File: src/rtl/uart_reg_scheduler_pkg.sv
// uart_sched_pkg: shared types and constants for the simpleuart register
// scheduler.
//   tx_state_e   : transmit sequencer states
//   UART_NO_DATA : value simpleuart returns on reg_dat_do when no byte waits
//   BYTE_W       : width of one UART byte
//   byte_to_word : zero-extends a byte onto the 32-bit register bus
package uart_sched_pkg;

  typedef enum logic [1:0] {
    TX_INIT    = 2'd0,
    TX_IDLE    = 2'd1,
    TX_WRITE   = 2'd2,
    TX_RELEASE = 2'd3
  } tx_state_e;

  localparam logic [31:0] UART_NO_DATA = 32'hFFFF_FFFF;
  localparam int          BYTE_W       = 8;

  function automatic logic [31:0] byte_to_word(input logic [BYTE_W-1:0] b);
    return {24'h00_0000, b};
  endfunction

endpackage

File: src/rtl/uart_reg_scheduler_if.sv
// uart_reg_scheduler_if: every non-clock signal of the scheduler.
//   UART side      : reg_div_we/di, reg_dat_we/re/di (to UART), reg_dat_do/wait (from UART)
//   requester side : tx_req/tx_data (in), tx_gnt/tx_err (out)
//   consumer side  : rx_valid/rx_data/rx_count (out), rx_ready (in)
//   status         : ready (out)
// modport master is the scheduler; modport slave is the surrounding system.
interface uart_reg_scheduler_if #(
  parameter int N_REQ    = 2,
  parameter int RX_DEPTH = 4
);
  localparam int CNT_W = $clog2(RX_DEPTH) + 1;

  logic                 reg_div_we;
  logic [31:0]          reg_div_di;
  logic                 reg_dat_we;
  logic                 reg_dat_re;
  logic [31:0]          reg_dat_di;
  logic [31:0]          reg_dat_do;
  logic                 reg_dat_wait;
  logic [N_REQ-1:0]     tx_req;
  logic [8*N_REQ-1:0]   tx_data;
  logic [N_REQ-1:0]     tx_gnt;
  logic                 tx_err;
  logic                 rx_valid;
  logic [7:0]           rx_data;
  logic                 rx_ready;
  logic [CNT_W-1:0]     rx_count;
  logic                 ready;

  modport master (
    output reg_div_we, reg_div_di, reg_dat_we, reg_dat_re, reg_dat_di,
    output tx_gnt, tx_err, rx_valid, rx_data, rx_count, ready,
    input  reg_dat_do, reg_dat_wait, tx_req, tx_data, rx_ready
  );

  modport slave (
    input  reg_div_we, reg_div_di, reg_dat_we, reg_dat_re, reg_dat_di,
    input  tx_gnt, tx_err, rx_valid, rx_data, rx_count, ready,
    output reg_dat_do, reg_dat_wait, tx_req, tx_data, rx_ready
  );

endinterface

File: src/rtl/uart_reg_scheduler_arb.sv
// rr_arbiter: round-robin requester selection.
//   clk_i, rst_ni : clock, asynchronous active-low reset
//   req_i         : request vector
//   advance_i     : move the priority pointer to one past the current winner
//   grant_o       : one-hot winner (zero when nothing requests)
//   index_o       : binary index of the winner
module rr_arbiter #(
  parameter int N_REQ = 2,
  localparam int IDX_W = (N_REQ > 1) ? $clog2(N_REQ) : 1
) (
  input  logic             clk_i,
  input  logic             rst_ni,
  input  logic [N_REQ-1:0] req_i,
  input  logic             advance_i,
  output logic [N_REQ-1:0] grant_o,
  output logic [IDX_W-1:0] index_o
);

  logic [IDX_W-1:0] ptr_q;
  logic [N_REQ-1:0] grant_s;
  logic [IDX_W-1:0] index_s;

  // Scan requesters starting at the pointer; the first one found wins.
  always_comb begin
    int   cand;
    logic found;
    grant_s = '0;
    index_s = '0;
    found   = 1'b0;
    cand    = 0;
    for (int k = 0; k < N_REQ; k++) begin
      cand = int'(ptr_q) + k;
      cand = (cand >= N_REQ) ? cand - N_REQ : cand;
      if (!found && req_i[IDX_W'(cand)]) begin
        found                   = 1'b1;
        grant_s[IDX_W'(cand)]   = 1'b1;
        index_s                 = IDX_W'(cand);
      end else begin
        found = found;
      end
    end
  end

  // Priority pointer: after a winner is retired, it becomes lowest priority.
  always_ff @(posedge clk_i or negedge rst_ni) begin
    if (!rst_ni) begin
      ptr_q <= '0;
    end else if (advance_i) begin
      ptr_q <= (index_s == IDX_W'(N_REQ - 1)) ? '0 : index_s + IDX_W'(1);
    end else begin
      ptr_q <= ptr_q;
    end
  end

  assign grant_o = grant_s;
  assign index_o = index_s;

endmodule

File: src/rtl/uart_reg_scheduler.sv
// uart_reg_scheduler: sequences the simpleuart register interface.
//   clk, resetn : clock shared with simpleuart, asynchronous active-low reset
//   bus         : uart_reg_scheduler_if.master (UART registers, requesters,
//                 RX consumer, ready)
// Writes the baud divider once after reset, polls the receive register into a
// small FIFO, and round-robin shares the UART transmitter between requesters
// with a watchdog on reg_dat_wait.
module uart_reg_scheduler #(
  parameter int N_REQ      = 2,
  parameter int INIT_DIV   = 625,
  parameter int RX_DEPTH   = 4,
  parameter int TX_TIMEOUT = 16384
) (
  input logic               clk,
  input logic               resetn,
  uart_reg_scheduler_if.master bus
);
  import uart_sched_pkg::*;

  localparam int IDX_W = (N_REQ > 1) ? $clog2(N_REQ) : 1;
  localparam int PTR_W = $clog2(RX_DEPTH);
  localparam int CNT_W = PTR_W + 1;
  localparam int TO_W  = $clog2(TX_TIMEOUT + 1);

  // ---------------- TX sequencer ----------------
  tx_state_e        state_q;
  logic             div_we_q;
  logic [31:0]      div_di_q;
  logic             ready_q;
  logic             we_q;
  logic [31:0]      di_q;
  logic [N_REQ-1:0] gnt_q;
  logic             err_q;
  logic [IDX_W-1:0] idx_q;
  logic [TO_W-1:0]  wait_cnt_q;

  logic [N_REQ-1:0]  arb_req_s;
  logic [N_REQ-1:0]  arb_grant_s;
  logic [IDX_W-1:0]  arb_idx_s;
  logic [BYTE_W-1:0] sel_byte_s;
  logic              accept_s;
  logic              timeout_s;
  logic              advance_s;

  // Outside IDLE the arbiter only sees the latched requester, so its index
  // matches idx_q when the pointer advances even if tx_req has changed.
  always_comb begin
    arb_req_s = '0;
    if (state_q == TX_IDLE) begin
      arb_req_s = bus.tx_req;
    end else begin
      arb_req_s[idx_q] = 1'b1;
    end
  end

  rr_arbiter #(.N_REQ(N_REQ)) u_arb (
    .clk_i     (clk),
    .rst_ni    (resetn),
    .req_i     (arb_req_s),
    .advance_i (advance_s),
    .grant_o   (arb_grant_s),
    .index_o   (arb_idx_s)
  );

  assign sel_byte_s = bus.tx_data[{arb_idx_s, 3'b000} +: BYTE_W];
  assign accept_s   = (state_q == TX_WRITE) && we_q && !bus.reg_dat_wait;
  assign timeout_s  = (state_q == TX_WRITE) && we_q && bus.reg_dat_wait &&
                      (wait_cnt_q == TO_W'(TX_TIMEOUT - 1));
  assign advance_s  = accept_s || timeout_s;

  // TX state machine with all of its outputs registered.
  always_ff @(posedge clk or negedge resetn) begin
    if (!resetn) begin
      state_q    <= TX_INIT;
      div_we_q   <= 1'b0;
      div_di_q   <= 32'd0;
      ready_q    <= 1'b0;
      we_q       <= 1'b0;
      di_q       <= 32'd0;
      gnt_q      <= '0;
      err_q      <= 1'b0;
      idx_q      <= '0;
      wait_cnt_q <= '0;
    end else begin
      div_we_q <= 1'b0;
      gnt_q    <= '0;
      err_q    <= 1'b0;
      case (state_q)
        TX_INIT: begin
          // div_we_q distinguishes the strobe cycle from the cycle after it.
          if (!div_we_q) begin
            div_we_q <= 1'b1;
            div_di_q <= 32'(INIT_DIV);
          end else begin
            div_di_q <= 32'd0;
            ready_q  <= 1'b1;
            state_q  <= TX_IDLE;
          end
        end
        TX_IDLE: begin
          if (|bus.tx_req) begin
            idx_q      <= arb_idx_s;
            di_q       <= byte_to_word(sel_byte_s);
            we_q       <= 1'b1;
            wait_cnt_q <= '0;
            state_q    <= TX_WRITE;
          end else begin
            state_q <= TX_IDLE;
          end
        end
        TX_WRITE: begin
          if (accept_s) begin
            we_q    <= 1'b0;
            gnt_q   <= arb_grant_s;
            state_q <= TX_RELEASE;
          end else if (timeout_s) begin
            we_q    <= 1'b0;
            err_q   <= 1'b1;
            state_q <= TX_RELEASE;
          end else begin
            wait_cnt_q <= wait_cnt_q + TO_W'(1);
          end
        end
        TX_RELEASE: begin
          // One cycle with we low so the UART never sees a held strobe twice.
          state_q <= TX_IDLE;
        end
        default: begin
          we_q    <= 1'b0;
          state_q <= TX_INIT;
        end
      endcase
    end
  end

  // ---------------- RX poller and FIFO ----------------
  logic [BYTE_W-1:0] mem_q [RX_DEPTH];
  logic [PTR_W-1:0]  wr_ptr_q;
  logic [PTR_W-1:0]  rd_ptr_q;
  logic [CNT_W-1:0]  cnt_q;
  logic              re_q;
  logic              rx_valid_q;
  logic [BYTE_W-1:0] rx_data_q;

  logic              pop_s;
  logic              push_s;
  logic [CNT_W-1:0]  remain_s;
  logic [CNT_W-1:0]  cnt_d;
  logic [PTR_W-1:0]  rd_ptr_d;
  logic [BYTE_W-1:0] rx_head_d;

  // Poll/push decision and next head. A pop in the same cycle frees a slot,
  // so a full FIFO can still accept. While re is high the UART has not yet
  // cleared its buffer, so the same byte must not be taken again.
  always_comb begin
    pop_s    = rx_valid_q && bus.rx_ready;
    push_s   = ready_q && !re_q && (bus.reg_dat_do != UART_NO_DATA) &&
               ((cnt_q < CNT_W'(RX_DEPTH)) || pop_s);
    remain_s = cnt_q - CNT_W'(pop_s);
    cnt_d    = remain_s + CNT_W'(push_s);
    rd_ptr_d = rd_ptr_q + PTR_W'(pop_s);
    if (remain_s == '0) begin
      rx_head_d = bus.reg_dat_do[BYTE_W-1:0];
    end else begin
      rx_head_d = mem_q[rd_ptr_d];
    end
  end

  // FIFO storage, pointers, occupancy, registered head and read strobe.
  always_ff @(posedge clk or negedge resetn) begin
    if (!resetn) begin
      for (int i = 0; i < RX_DEPTH; i++) begin
        mem_q[i] <= '0;
      end
      wr_ptr_q   <= '0;
      rd_ptr_q   <= '0;
      cnt_q      <= '0;
      re_q       <= 1'b0;
      rx_valid_q <= 1'b0;
      rx_data_q  <= '0;
    end else begin
      if (push_s) begin
        mem_q[wr_ptr_q] <= bus.reg_dat_do[BYTE_W-1:0];
        wr_ptr_q        <= wr_ptr_q + PTR_W'(1);
      end else begin
        wr_ptr_q <= wr_ptr_q;
      end
      rd_ptr_q   <= rd_ptr_d;
      cnt_q      <= cnt_d;
      re_q       <= push_s;
      rx_valid_q <= (cnt_d != '0);
      rx_data_q  <= (cnt_d != '0) ? rx_head_d : rx_data_q;
    end
  end

  assign bus.reg_div_we = div_we_q;
  assign bus.reg_div_di = div_di_q;
  assign bus.reg_dat_we = we_q;
  assign bus.reg_dat_re = re_q;
  assign bus.reg_dat_di = di_q;
  assign bus.tx_gnt     = gnt_q;
  assign bus.tx_err     = err_q;
  assign bus.rx_valid   = rx_valid_q;
  assign bus.rx_data    = rx_data_q;
  assign bus.rx_count   = cnt_q;
  assign bus.ready      = ready_q;

endmodule

File: src/flat_wrapper.sv
// flat-port wrapper written by rule: the top's interface ports become plain ports
module uart_reg_scheduler_flat import uart_sched_pkg::*;
#(
  parameter int N_REQ      = 2,
  parameter int INIT_DIV   = 625,
  parameter int RX_DEPTH   = 4,
  parameter int TX_TIMEOUT = 16384
)
  (clk, resetn, bus_reg_div_we, bus_reg_div_di, bus_reg_dat_we, bus_reg_dat_re, bus_reg_dat_di, bus_tx_gnt, bus_tx_err, bus_rx_valid, bus_rx_data, bus_rx_count, bus_ready, bus_reg_dat_do, bus_reg_dat_wait, bus_tx_req, bus_tx_data, bus_rx_ready);
  uart_reg_scheduler_if #(.N_REQ(N_REQ), .RX_DEPTH(RX_DEPTH)) bus_i ();
  input logic clk;
  input logic resetn;
  output wire logic [$bits(bus_i.reg_div_we)-1:0] bus_reg_div_we;
  output wire logic [$bits(bus_i.reg_div_di)-1:0] bus_reg_div_di;
  output wire logic [$bits(bus_i.reg_dat_we)-1:0] bus_reg_dat_we;
  output wire logic [$bits(bus_i.reg_dat_re)-1:0] bus_reg_dat_re;
  output wire logic [$bits(bus_i.reg_dat_di)-1:0] bus_reg_dat_di;
  output wire logic [$bits(bus_i.tx_gnt)-1:0] bus_tx_gnt;
  output wire logic [$bits(bus_i.tx_err)-1:0] bus_tx_err;
  output wire logic [$bits(bus_i.rx_valid)-1:0] bus_rx_valid;
  output wire logic [$bits(bus_i.rx_data)-1:0] bus_rx_data;
  output wire logic [$bits(bus_i.rx_count)-1:0] bus_rx_count;
  output wire logic [$bits(bus_i.ready)-1:0] bus_ready;
  input wire logic [$bits(bus_i.reg_dat_do)-1:0] bus_reg_dat_do;
  input wire logic [$bits(bus_i.reg_dat_wait)-1:0] bus_reg_dat_wait;
  input wire logic [$bits(bus_i.tx_req)-1:0] bus_tx_req;
  input wire logic [$bits(bus_i.tx_data)-1:0] bus_tx_data;
  input wire logic [$bits(bus_i.rx_ready)-1:0] bus_rx_ready;
  assign bus_reg_div_we = bus_i.reg_div_we;
  assign bus_reg_div_di = bus_i.reg_div_di;
  assign bus_reg_dat_we = bus_i.reg_dat_we;
  assign bus_reg_dat_re = bus_i.reg_dat_re;
  assign bus_reg_dat_di = bus_i.reg_dat_di;
  assign bus_tx_gnt = bus_i.tx_gnt;
  assign bus_tx_err = bus_i.tx_err;
  assign bus_rx_valid = bus_i.rx_valid;
  assign bus_rx_data = bus_i.rx_data;
  assign bus_rx_count = bus_i.rx_count;
  assign bus_ready = bus_i.ready;
  assign bus_i.reg_dat_do = bus_reg_dat_do;
  assign bus_i.reg_dat_wait = bus_reg_dat_wait;
  assign bus_i.tx_req = bus_tx_req;
  assign bus_i.tx_data = bus_tx_data;
  assign bus_i.rx_ready = bus_rx_ready;
  uart_reg_scheduler #(.N_REQ(N_REQ), .INIT_DIV(INIT_DIV), .RX_DEPTH(RX_DEPTH), .TX_TIMEOUT(TX_TIMEOUT)) u_core (.clk(clk), .resetn(resetn), .bus(bus_i));
endmodule
File: config.mk
export PLATFORM = sky130hd
export DESIGN_NAME = uart_reg_scheduler_flat
export DESIGN_NICKNAME = d
export VERILOG_FILES = /design/src/rtl/uart_reg_scheduler_pkg.sv /design/src/rtl/uart_reg_scheduler_if.sv /design/src/rtl/uart_reg_scheduler_arb.sv /design/src/rtl/uart_reg_scheduler.sv /design/src/flat_wrapper.sv
export SDC_FILE = /design/constraint.sdc
export NUM_CORES = 1
export LEC_CHECK = 0
export ABC_CLOCK_PERIOD_IN_PS = 2740
export BUFFER_PORTS_ARGS = -buffer_cell sky130_fd_sc_hd__buf_2
export CAP_MARGIN = 20
export CORE_MARGIN = 2
export CORE_UTILIZATION = 45
export CTS_BUF_LIST = sky130_fd_sc_hd__clkbuf_4 sky130_fd_sc_hd__clkbuf_8 sky130_fd_sc_hd__clkbuf_16
export CTS_CLUSTER_SIZE = 8
export DETAILED_ROUTE_END_ITERATION = 7
export PLACE_DENSITY = 0.72
export SYNTH_ARGS = -nofsm -noshare
export SYNTH_HDL_FRONTEND = slang
export SYNTH_SLANG_ARGS = --single-unit
File: constraint.sdc
create_clock -name clk -period 2.74 [get_ports clk]
set_input_delay 0.137 -clock clk [delete_from_list [all_inputs] [get_ports clk]]
set_output_delay 0.137 -clock clk [all_outputs]
set_load 0.01 [all_outputs]
Yosys cells after proc, flatten, opt, wreduce, memory -nomap -nowiden
Index checks and enable logic that the tools add are counted.
- bits in registers: 114
- bits of input ports: 54
- eq/ne operators: 10
- bitwise operators: 3
- reduce and logical (&&, ||, !) cells: 28
- muxes and demuxes: 47
- shift operators: 1
- magnitude comparators: 12
- $add $sub $neg: 9
- operators with widths (kind ; number):
    2-to-1 mux 15 bit ; 3
    bitwise mux 32 bit ; 1
    2-to-1 mux 8 bit ; 4
    != test 32 bit, second input constant ; 1
    one-hot mux 15 bit (2 select lines) ; 1
    2-to-1 mux 1 bit ; 22
    binary-select mux 8 bit (select 2 bit) ; 1
    demux 8 bit (select 2 bit) ; 1
    2-to-1 mux 2 bit ; 8
    indexed part select 16 x 5 -> 8 bit ; 1
    adder 15 x 1 -> 15 bit, second input constant ; 1
    equality test 15 x 14 -> 1 bit, second input constant ; 1
    logical AND 1 bit ; 13
    2-to-1 mux 10 bit ; 1
    one-hot mux 2 bit (4 select lines) ; 1
    >= comparator 3 bit, second input constant ; 2
    less-than comparator 1 x 3 -> 1 bit, second input constant ; 2
    != test 2 bit, second input constant ; 3
    NOT 2 -> 3 bit ; 2
    AND reduction 2 bit ; 3
    equality test 2 bit, second input constant ; 2
    AND reduction 4 bit ; 1
    adder 3 x 1 -> 3 bit ; 1
    demux 1 bit (select 1 bit) ; 3
    other kinds (25) ; 31

Depth between registers and ports, before layout
- depth after elaboration: 13
- depth in mapped cells: 11
- depth with buffers taken out: 10

Hierarchy
Synthesis repeated with hierarchy kept, for this count alone.
- cell total of the unflattened synthesis: 410
- area total of the unflattened synthesis: 4551.9 µm²
- modules (own cells, without submodules) (module ; cells each ; sequential area each (µm²) ; instances ; area each (µm²)):
    uart_reg_scheduler ; 403 ; 2052.0 ; 1 ; 4485.6
    rr_arbiter ; 7 ; 25.0 ; 1 ; 66.3

Least setup slack after synthesis
OpenSTA, ideal clock, no wires.
- path kind: register to register
- start point: register u_core.rx_valid_q, in the netlist u_core.bus.rx_valid
- end point: register u_core.rx_data_q[7], in the netlist u_core.bus.rx_data[7]
- buffers on the path: 1
- period minus slack after synthesis: 2.263 ns
- data arrival time: 2.135 ns
- data required time: 2.612 ns
- stages on the path, launching flop included: 8
- slack: 0.477 ns
- path through: dfrtp_1 nand2_1 a221oi_2 ha_1 ha_1 nor3_1 buf_2 o21ai_0
- elaborated cells on any way between the ends: 13
- those cells by class: add/sub (3); mux (4); bitwise (1); reduce/logical (5)
- RTL lines (item ; RTL line ; text):
    start, declared ; uart_reg_scheduler.sv:142 ; logic rx_valid_q;
    start signal, assigned ; uart_reg_scheduler.sv:191 ; rx_valid_q <= (cnt_d != '0);
    logical AND 1 bit ; uart_reg_scheduler.sv:156 ; pop_s = rx_valid_q && bus.rx_ready;
    logical OR 1 bit ; uart_reg_scheduler.sv:158 ; ((cnt_q < CNT_W'(RX_DEPTH)) || pop_s);
    logical AND 1 bit ; uart_reg_scheduler.sv:157 ; push_s = ready_q && !re_q && (bus.reg_dat_do != UART_NO_DATA) &&
    named net u_core.push_s ; uart_reg_scheduler.sv:146 ; logic push_s;
    adder 3 x 1 -> 3 bit ; uart_reg_scheduler.sv:160 ; cnt_d = remain_s + CNT_W'(push_s);
    named net u_core.cnt_d[1] ; uart_reg_scheduler.sv:148 ; logic [CNT_W-1:0] cnt_d;
    nonzero test 3 bit ; uart_reg_scheduler.sv:192 ; rx_data_q <= (cnt_d != '0) ? rx_head_d : rx_data_q;
    end signal, assigned ; uart_reg_scheduler.sv:192 ;
    end, declared ; uart_reg_scheduler.sv:143 ; logic [BYTE_W-1:0] rx_data_q;
The timed path passes the listed nets, and every way through them passes these cells. The select of a mux whose other input is x is not followed.
A chain may end at the register's enable or synchronous reset.

Worst setup path in the final report
- start point: register u_core.state_q[0]
- end point: register u_core.we_q, in the netlist u_core.bus.reg_dat_we
- cells in the longest elaborated chain, start to end: 6
- elaborated cells on any way between the ends: 12
- those cells by class: eq/ne (4); mux (2); reduce/logical (6)
- ends and longest elaborated chain (item ; RTL line ; text):
    start, declared ; uart_reg_scheduler.sv:26 ; tx_state_e state_q;
    start signal, assigned ; uart_reg_scheduler.sv:74 ; state_q <= TX_INIT;
    start signal, assigned ; uart_reg_scheduler.sv:97 ; state_q <= TX_IDLE;
    start signal, assigned ; uart_reg_scheduler.sv:106 ; state_q <= TX_WRITE;
    equality test 2 bit ; uart_reg_scheduler.sv:66, uart_reg_scheduler.sv:67, uart_reg_scheduler.sv:88 ;
    logical AND 1 bit ; uart_reg_scheduler.sv:66, uart_reg_scheduler.sv:67 ;
    logical AND 1 bit (2 in series) ; uart_reg_scheduler.sv:67 ; assign timeout_s = (state_q == TX_WRITE) && we_q && bus.reg_dat_wait &&
    != test 3 x 1 -> 1 bit (no line) ; n/a ;
    AND reduction 3 bit (no line) ; n/a ;
    end signal, assigned ; uart_reg_scheduler.sv:78 ; we_q <= 1'b0;
    end signal, assigned ; uart_reg_scheduler.sv:104 ; we_q <= 1'b1;
    end signal, assigned ; uart_reg_scheduler.sv:113 ; we_q <= 1'b0;
    end, declared ; uart_reg_scheduler.sv:30 ; logic we_q;
Several ways; a longest one is shown, not always the timed one.

==> impl_metrics.json <==
{
  "status": "complete, no violations",
  "drc": 0,
  "p_total_mw": 5.28,
  "grt_pass1_vias": 2810,
  "fp.dieW_um": 103,
  "root_buffer": "clkbuf_8",
  "max-cap-violations": 0,
  "synthCells": 393,
  "setup_viol": 0,
  "timing.slew.headroom_pct": 58.1,
  "tns_ps": 0,
  "io_pins": 137,
  "crit_required_ps": 3000,
  "path_class": "reg -> reg",
  "fin_util_pct": 51.5,
  "drt-initial-drc-count": 97,
  "fillers": 888,
  "first_pass_iters": 4,
  "yosys.cell_types.count": 49,
  "ys_seq_area_share_pct": 46.5,
  "syn2layout_area_growth_pct": 12.5,
  "initial_utilization_pct": 45.8,
  "crit_start": "u_core.state_q[0]",
  "hp-class": "in -> reg",
  "syn_avg_cell_area_um2": 11.2,
  "place_congestion": 0.770,
  "whs_ps": 49.0,
  "period_share_pct": 82.7,
  "hpwl_um": 6130,
  "clkTransAtPathRegs_ps": 90,
  "drive_gt1_share_pct": 31.4,
  "rsz0062_at_grt": "no",
  "endpoint": "u_core.bus.reg_dat_we",
  "finalHoldViolations": 0,
  "synth_top_area_share_pct": 46.5,
  "crit_path_end_kind": "register",
  "cp-start-kind": "register",
  "drv_slew": 0,
  "fin_cells": 614,
  "fin_worst_skew_ps": 12.8,
  "clock.fmax_ghz": 0.441,
  "ir_drop_mv": 0.359,
  "place_area_um2": 4720,
  "port_buffers": 84,
  "nNetsFinal": 543,
  "clock-sinks": 82,
  "yosysTopAreaCell": "dfrtp_1",
  "worst-r2r-setup-slack_ps": 470,
  "antenna_found_initial": 0,
  "synthTopCellsByArea": "dfrtp_1 47%, buf_4 9.5%, mux2_2 8.2%, mux2i_1 4.5%, mux4_2 4.1%",
  "drt-vias-per-instance": 4.87,
  "clkLatencyLatePin_ps": 370,
  "vias": 2991,
  "cts_buffers": 9,
  "worst_slew_pin_slew_ps": 629,
  "power.density_nw_per_um2": 1060,
  "diodes": 0,
  "worst-path-max-fanout": 17,
  "netlist_area_um2": 4410,
  "clk_path_buf_depth": 2,
  "r2r-end": "u_core.bus.reg_dat_we",
  "wl_um": 8370,
  "grt.total_usage_pct": 16.6,
  "place_inst": 596,
  "r2r_start": "u_core.state_q[0]",
  "rows": 36,
  "synth_seq_cells": 82,
  "cts_tree": "yes",
  "synthArstFlopShare_pct": 100,
  "htreeDepth": 3,
  "core-area_um2": 9640,
  "die_h_um": 103,
  "grt.overflow.total": 0,
  "cp.arrival_ps": 2530,
  "dieArea_um2": 10600,
  "grt_max_degree": 83,
  "r2r_cells": 7,
  "ys.flop_type": "dfrtp_1",
  "dpl_worst_slack_ps": 495,
  "crit_path_cell_trace": "inv_1, ha_1, and4b_1, nand4_1, nor2_1, a21oi_1, o22a_1",
  "yosysWarningCount": 0,
  "wl_per_cell_um": 13.6,
  "grt_pass1_wl_um": 13600,
  "synth_edf_count": 0,
  "final_cell_area_um2": 4960,
  "slowest_stage": "ha_1",
  "ant_nets": 0,
  "final.setup.worst_slack_ps": 474,
  "leakage_nw": 2.34,
  "max_stage_delay_ps": 570,
  "min_period_ps": 2270
}
worst max-delay path: cells and delay by family, from the launching register on:
family          cells  cell delay (ps)
flops               1              390
fa+ha+maj           1              570
compound gates      2              360
buf+inv             1              100
simple gates        3              730
cell usage in the layout (no fill, tap or decap), drive strengths merged, types with 2 or more instances in the layout:
cell type  instances
a21oi              4
a22o               3
and2               4
and3               5
and4               2
buf               89
clkbuf             9
clkinvlp           2
conb              52
dfrtp             82
ha                13
inv               20
mux2              33
mux2i             20
mux4               8
nand2             32
nand2b             4
nand3              6
nand4             13
nor2              10
nor3               5
nor4               5
o211ai             2
o21ai             28
xnor2              9
state kept, by name (all words and copies together), names as in the netlist, 2 cells and up:
register / count
u_core.bus.rx_count: 3
u_core.wr_ptr_q: 2
u_core.state_q: 2
u_core.wait_cnt_q: 15
u_core.bus.reg_dat_di: 8
u_core.bus.rx_data: 8
u_core.rd_ptr_q: 2
u_core.mem_q: 32
repair_timing:
| item | CTS | global route |
|---|---|---|
| setup buffers | 0 | 0 |
| hold buffers | 1 | 0 |
| endpoints found under the hold margin | 82 | 0 |
| resized for setup | 0 | 0 |
how the worst min path moves through the flow:
stage               slack (ps)  cells past startpoint                        to         startpoint
CTS                         40                      3  u_core.bus.reg_dat_di[0]     bus_tx_data[8]
floorplan                 -160                      0          u_core.bus.ready             resetn
finish                      50                      3  u_core.bus.reg_dat_di[0]     bus_tx_data[8]
global route                60                      2           u_core.mem_q[3]  bus_reg_dat_do[3]
global placement           380                      1    u_core.bus.rx_count[2]             resetn
detailed placement         390                      1    u_core.bus.rx_count[2]             resetn
synth_stat cells, types with 6 or more instances:
master,count
mux4_2,8
nand3_1,6
inv_1,17
buf_4,56
nand2_1,32
nor2_1,10
nand4_1,13
dfrtp_1,82
mux2i_1,20
xnor2_1,9
mux2_2,32
o21ai_0,28
ha_1,13
final cells by class:
| class | count | area (µm²) | area share, % |
|---|---|---|---|
| Multi-Input combinational cell | 276 | 1980 | 40.0 |
| Tap cell | 133 | 166 | 3.35 |
| Timing Repair Buffer | 90 | 490 | 9.88 |
| Sequential cell | 82 | 2050 | 41.4 |
| Inverter | 17 | 63.8 | 1.29 |
| Clock buffer | 9 | 124 | 2.50 |
| Clock inverter | 7 | 82.6 | 1.66 |
kinds of logic (layout without fill, tap and decap cells):
logic type | after synthesis | in the layout | synth area share (%)
mux | 61 | 61 | 17.1
xor+xnor | 10 | 10 | 1.99
flops | 82 | 82 | 46.5
buf+inv | 86 | 123 | 12.9
other cells | 1 | 52 | 0.0850
fa+ha+maj | 13 | 13 | 3.69
compound gates | 47 | 47 | 6.72
simple gates | 93 | 93 | 11.0
power breakdown:
| part | switching [mW] | internal, mW | leakage (nW) |
|---|---|---|---|
| combinational | 1.21 | 1.16 | 1.23 |
| sequential | 0.258 | 1.72 | 1.01 |
| clock | 0.489 | 0.435 | 0.0984 |
layer usage:
layer	routed length [µm]	vias up	share of wire, %	track usage, %
li1	-	1435	-	-
met1	3580	1473	43	21.0
met2	4290	72	51	27.4
met3	419	11	5.0	5.02
met4	80	0	0.96	5.06
met5	0	-	0	0
Note: power is estimated with default switching activity, not from simulation.
